File: config.mk
export PLATFORM = sky130hd
export DESIGN_NAME = fetch_stage
export DESIGN_NICKNAME = d
export VERILOG_FILES = /design/src/rtl/fetch_stage.sv
export SDC_FILE = /design/constraint.sdc
export NUM_CORES = 1
export LEC_CHECK = 0
export ABC_AREA = 1
export CAP_MARGIN = 40
export CORE_MARGIN = 8
export CORE_UTILIZATION = 38
export DETAILED_ROUTE_END_ITERATION = 8
export HOLD_SLACK_MARGIN = 0.1
export PLACE_DENSITY_LB_ADDON = 0.15
export SETUP_SLACK_MARGIN = 0.15
export SLEW_MARGIN = 40
export SYNTH_ARGS = -nofsm -noshare
export SYNTH_HDL_FRONTEND = slang
export SYNTH_SLANG_ARGS = --single-unit
File: constraint.sdc
create_clock -name clk -period 1.9 [get_ports clk]
set_clock_uncertainty 0.15 [all_clocks]
set_input_delay 0.475 -clock clk [delete_from_list [all_inputs] [get_ports clk]]
set_output_delay 0.475 -clock clk [all_outputs]
set_load 0.03 [all_outputs]
File: src/rtl/fetch_stage.sv
// Instruction fetch stage: PC register, next-PC selection and the IF/ID pipeline register.
// Optional FETCH_PERF_CNT_EN adds the fetch_cnt/bubble_cnt performance counters.
module fetch_stage (
  input  logic        clk,
  input  logic        reset,
  input  logic        en_pc,
  input  logic        en_ifid,
  input  logic        flush_ifid,
  input  logic        jump_pred,
  input  logic [15:0] jump_pred_adr,
  input  logic        jump_pred_miss,
  input  logic [15:0] pcinc_evac,
  input  logic        jump_pred_adr_miss,
  input  logic [15:0] redirect_adr,
  input  logic        halt_req,
  output logic [15:0] imem_adr,
  input  logic [15:0] imem_dat,
  output logic [15:0] inst_id,
  output logic [15:0] pcinc_id,
  output logic        flushed,
  output logic [15:0] pc
`ifdef FETCH_PERF_CNT_EN
  ,
  output logic [15:0] fetch_cnt,
  output logic [15:0] bubble_cnt
`endif
);

  typedef enum logic [1:0] {
    ST_BOOT = 2'd0,
    ST_RUN  = 2'd1,
    ST_HALT = 2'd2
  } state_t;

  state_t      r_state;
  state_t      w_state_nxt;
  logic [15:0] r_pc;
  logic [15:0] r_inst;
  logic [15:0] r_pcinc;
  logic        r_flushed;
  logic [15:0] w_pc_inc;
  logic [15:0] w_pc_nxt;
  logic        w_miss;
  logic        w_load;
  logic        w_bubble;

  assign w_pc_inc = r_pc + 16'd1;
  assign w_miss   = jump_pred_miss | jump_pred_adr_miss;

  // Next-PC select: mispredict recovery outranks everything, including BOOT and HALT.
  always_comb begin
    w_pc_nxt = r_pc;
    if (jump_pred_miss) begin
      w_pc_nxt = pcinc_evac;
    end else if (jump_pred_adr_miss) begin
      w_pc_nxt = redirect_adr;
    end else if (r_state != ST_RUN) begin
      w_pc_nxt = r_pc;
    end else if (jump_pred && en_pc) begin
      w_pc_nxt = jump_pred_adr;
    end else if (en_pc) begin
      w_pc_nxt = w_pc_inc;
    end else begin
      w_pc_nxt = r_pc;
    end
  end

  // Next-state logic; a halt seen together with a miss is discarded as speculative.
  always_comb begin
    w_state_nxt = r_state;
    case (r_state)
      ST_BOOT: w_state_nxt = ST_RUN;
      ST_RUN:  w_state_nxt = (halt_req && !w_miss) ? ST_HALT : ST_RUN;
      ST_HALT: w_state_nxt = w_miss ? ST_RUN : ST_HALT;
      default: w_state_nxt = ST_BOOT;
    endcase
  end

  // IF/ID load decision: flush and BOOT always insert a bubble, HALT turns loads into bubbles.
  always_comb begin
    w_load   = 1'b0;
    w_bubble = 1'b0;
    if (flush_ifid || (r_state == ST_BOOT)) begin
      w_load   = 1'b1;
      w_bubble = 1'b1;
    end else if (en_ifid) begin
      w_load   = 1'b1;
      w_bubble = (r_state != ST_RUN);
    end else begin
      w_load   = 1'b0;
      w_bubble = 1'b0;
    end
  end

  // PC and state registers.
  always_ff @(posedge clk or negedge reset) begin
    if (!reset) begin
      r_pc    <= 16'h0000;
      r_state <= ST_BOOT;
    end else begin
      r_pc    <= w_pc_nxt;
      r_state <= w_state_nxt;
    end
  end

  // IF/ID pipeline register; imem_dat belongs to r_pc, so its fall-through is w_pc_inc.
  always_ff @(posedge clk or negedge reset) begin
    if (!reset) begin
      r_inst    <= 16'h0000;
      r_pcinc   <= 16'h0000;
      r_flushed <= 1'b1;
    end else if (w_load && w_bubble) begin
      r_inst    <= 16'h0000;
      r_pcinc   <= 16'h0000;
      r_flushed <= 1'b1;
    end else if (w_load) begin
      r_inst    <= imem_dat;
      r_pcinc   <= w_pc_inc;
      r_flushed <= 1'b0;
    end else begin
      r_inst    <= r_inst;
      r_pcinc   <= r_pcinc;
      r_flushed <= r_flushed;
    end
  end

`ifdef FETCH_PERF_CNT_EN
  logic [15:0] r_fetch_cnt;
  logic [15:0] r_bubble_cnt;

  // Performance counters for real fetches and inserted bubbles, wrapping naturally.
  always_ff @(posedge clk or negedge reset) begin
    if (!reset) begin
      r_fetch_cnt  <= 16'h0000;
      r_bubble_cnt <= 16'h0000;
    end else if (w_load && w_bubble) begin
      r_bubble_cnt <= r_bubble_cnt + 16'd1;
    end else if (w_load) begin
      r_fetch_cnt  <= r_fetch_cnt + 16'd1;
    end else begin
      r_fetch_cnt  <= r_fetch_cnt;
      r_bubble_cnt <= r_bubble_cnt;
    end
  end

  assign fetch_cnt  = r_fetch_cnt;
  assign bubble_cnt = r_bubble_cnt;
`endif

  // The memory address is the combinational next PC, forced to zero while reset is held.
  assign imem_adr = reset ? w_pc_nxt : 16'h0000;
  assign inst_id  = r_inst;
  assign pcinc_id = r_pcinc;
  assign flushed  = r_flushed;
  assign pc       = r_pc;

endmodule

==> metrics.txt <==
WL final 14.71 mm; setup violators final 23; Critical Path Source Type register; Buffers & Inverters on Critical Path 1; Syn Inst Count 406; PnR worst setup slack -0.9252 ns; Power Density about 630 nW/um2; setup TNS -13.82 ns; Layout Cells excl Fill between 700 and 800; Vias/cell 5.264; Final #Nets 760; leakage 3.104 nW; DR iter-0 viols 372; max_slew headroom 0.6691; Yosys reg bits between 50 and 60; worst skew pair latency between 0.3 and 0.4 ns; most frequent CP cell nand2_1; commonest non-fill, non-tap cell in the layout buf_4; area grow syn2layout 109.6%; DR vias 4153; GRT Util Overall 0.2291; clock-pin slew on the worst setup and hold paths 0.10 ns; Least-Margin Pin Slew 0.4963 ns; HPWL Detailed slightly above 9 mm; largest stage delay on the critical path 0.45 ns; CTS buffer count 5; antenna violations before repair 0; first-pass GRT wire length between 20 and 25 mm; DP Worst Slack -0.8161 ns; Placement Rows 32; Top delay family on crit path simple AND/OR/NAND/NOR gates; YS warnings 0; share of the synthesized area in the top cell type 0.4161; WP data arrival 2.20 ns; clk sinks 51; Crit. End Element primary output; maxcap violations 0; status finished with violations; Unique masters post-synth 34; Net Count, Synth 480; largest net degree at the start of global routing 40; GRT overflow 0; register area share after synthesis 0.4249; Final min period between 2 and 3 ns; Fmax 354.0 MHz; Final Hold Violating Endpoints 0; Crit Path Max Fanout 5; Initial Util 0.3911; Root Driver clkbuf_8; die area 11010 um2; CTS tree yes; Finished Core Util 0.8198; most used flip-flop cell after synthesis dfrtp_1; Port Buffer Count 137; Mapped Area 3007 um2; Max Slew Vio Count 0; wire length per cell between 15 and 20 um; commonest cells after routing, fill and taps aside buf_4, nand2_1, clkdlybuf4s50_1; vias in the first global route 4177; RSZ-0062 raised after global routing true; total power 3.954 mW; clock buffer depth 2; Area contributors post-synth dfrtp_1, nand2_1, a22o_1; GPL Wtd Cong 0.8996; Ant. Diodes 0; failing checks setup timing; Die X 105.0 um; number of synthesized flops with an enable pin 0; slowest CP cell dfrtp_2; cell total after placement roughly 720; period utilization 1.487; Cell Chain, Critical Path ha_4 -> nand2_4 -> nor2_4 -> nand2_2 -> xnor2_2 -> nand2_1 -> nand2_1 -> nand2_1 -> nand2_1 -> nand2_2 -> a21oi_4 -> buf_6; worst min path class primary input to async pin; ys async rst share 1.000; layout cells sized above 1 0.4672; Max IR drop VDD 0.3375 mV; H-Tree Level Count 2; Die H 105.0 um; first drt pass iteration count 5; IO Count 138; DRT antenna net count 0; DRC viols 0; Avg Cell Area, Syn approximately 7.4 um2; core area 7687 um2; Setup CP Type register to primary output; data required time of the worst path 1.27 ns; Synth area leader dfrtp_1
-- sequential cells by signal (all words and copies together) (netlist names) --
name	flops
flushed	1
r_state	2
inst_id	16
pcinc_id	16
pc	16
-- worst register-to-register path: cells and delay by family, from the launching register on --
family,cells,cell delay [ns]
compound gates,1,0.13
buf+inv,13,1.46
flops,1,0.44
simple gates,4,0.48
-- cell usage after synthesis, drive strengths merged, types with 5 or more instances --
library cell  number
nand2            128
dfrtp             50
nor2              47
inv               37
a21oi             32
a22o              23
o21ai             19
nand3             18
buf               11
or2                9
clkbuf             5
xnor2              5
-- metrics by stage --
step	hold WS (ns)	cell area, um2
after floorplan	0.02941	3211
after global placement	0.2993	5319
after detailed placement	0.3049	5319
after CTS	0.1492	5848
after global routing	0.1757	6302
final	0.1291	6302
-- worst paths after layout --
check                      cells past startpoint  slack, ns      endpoint     from
min in group clk                               2       0.31       flushed  flushed
hold reg to reg                                2       0.31       flushed  flushed
setup / recovery                              12      -0.93   imem_adr[8]    pc[1]
setup reg to reg                              18      -0.83  pcinc_id[13]    pc[0]
max in group asynchronous                      3       0.81        pc[12]    reset
hold / removal                                 2       0.13         pc[2]    reset
-- final cells by class --
cell class / count / area (um2)
repair buffers: 289 / 2608
multi-input cells: 301 / 2007
fillers: 485 / 1385
flip-flops and latches: 51 / 1294
inverters: 38 / 153.9
well taps: 102 / 127.6
clock buffers: 5 / 68.82
clock inverters: 3 / 43.79
-- power breakdown --
group	internal (mW)	switching (mW)
clock	0.393	0.395
combinational	0.866	0.997
sequential	1.20	0.0995
-- logic make-up after synthesis --
logic type	share of synthesized area
simple gates	0.2930
buf+inv	0.07199
flops	0.4249
xor+xnor	0.01748
fa+ha+maj	0.004161
compound gates	0.1885
-- per-layer routing --
layer	part of all wire	track usage
met1	0.40	0.2858
met2	0.48	0.3819
met3	0.082	0.06081
met4	0.032	0.06116
met5	0	0
-- repair_timing --
item	CTS	global route
setup buffers	35	24
endpoints found under the setup margin	76	62
resized for setup	187	82
hold buffers	1	0
endpoints found under the hold margin	12	0
pin swaps	24	36
Power figures use the tool's default switching activity.
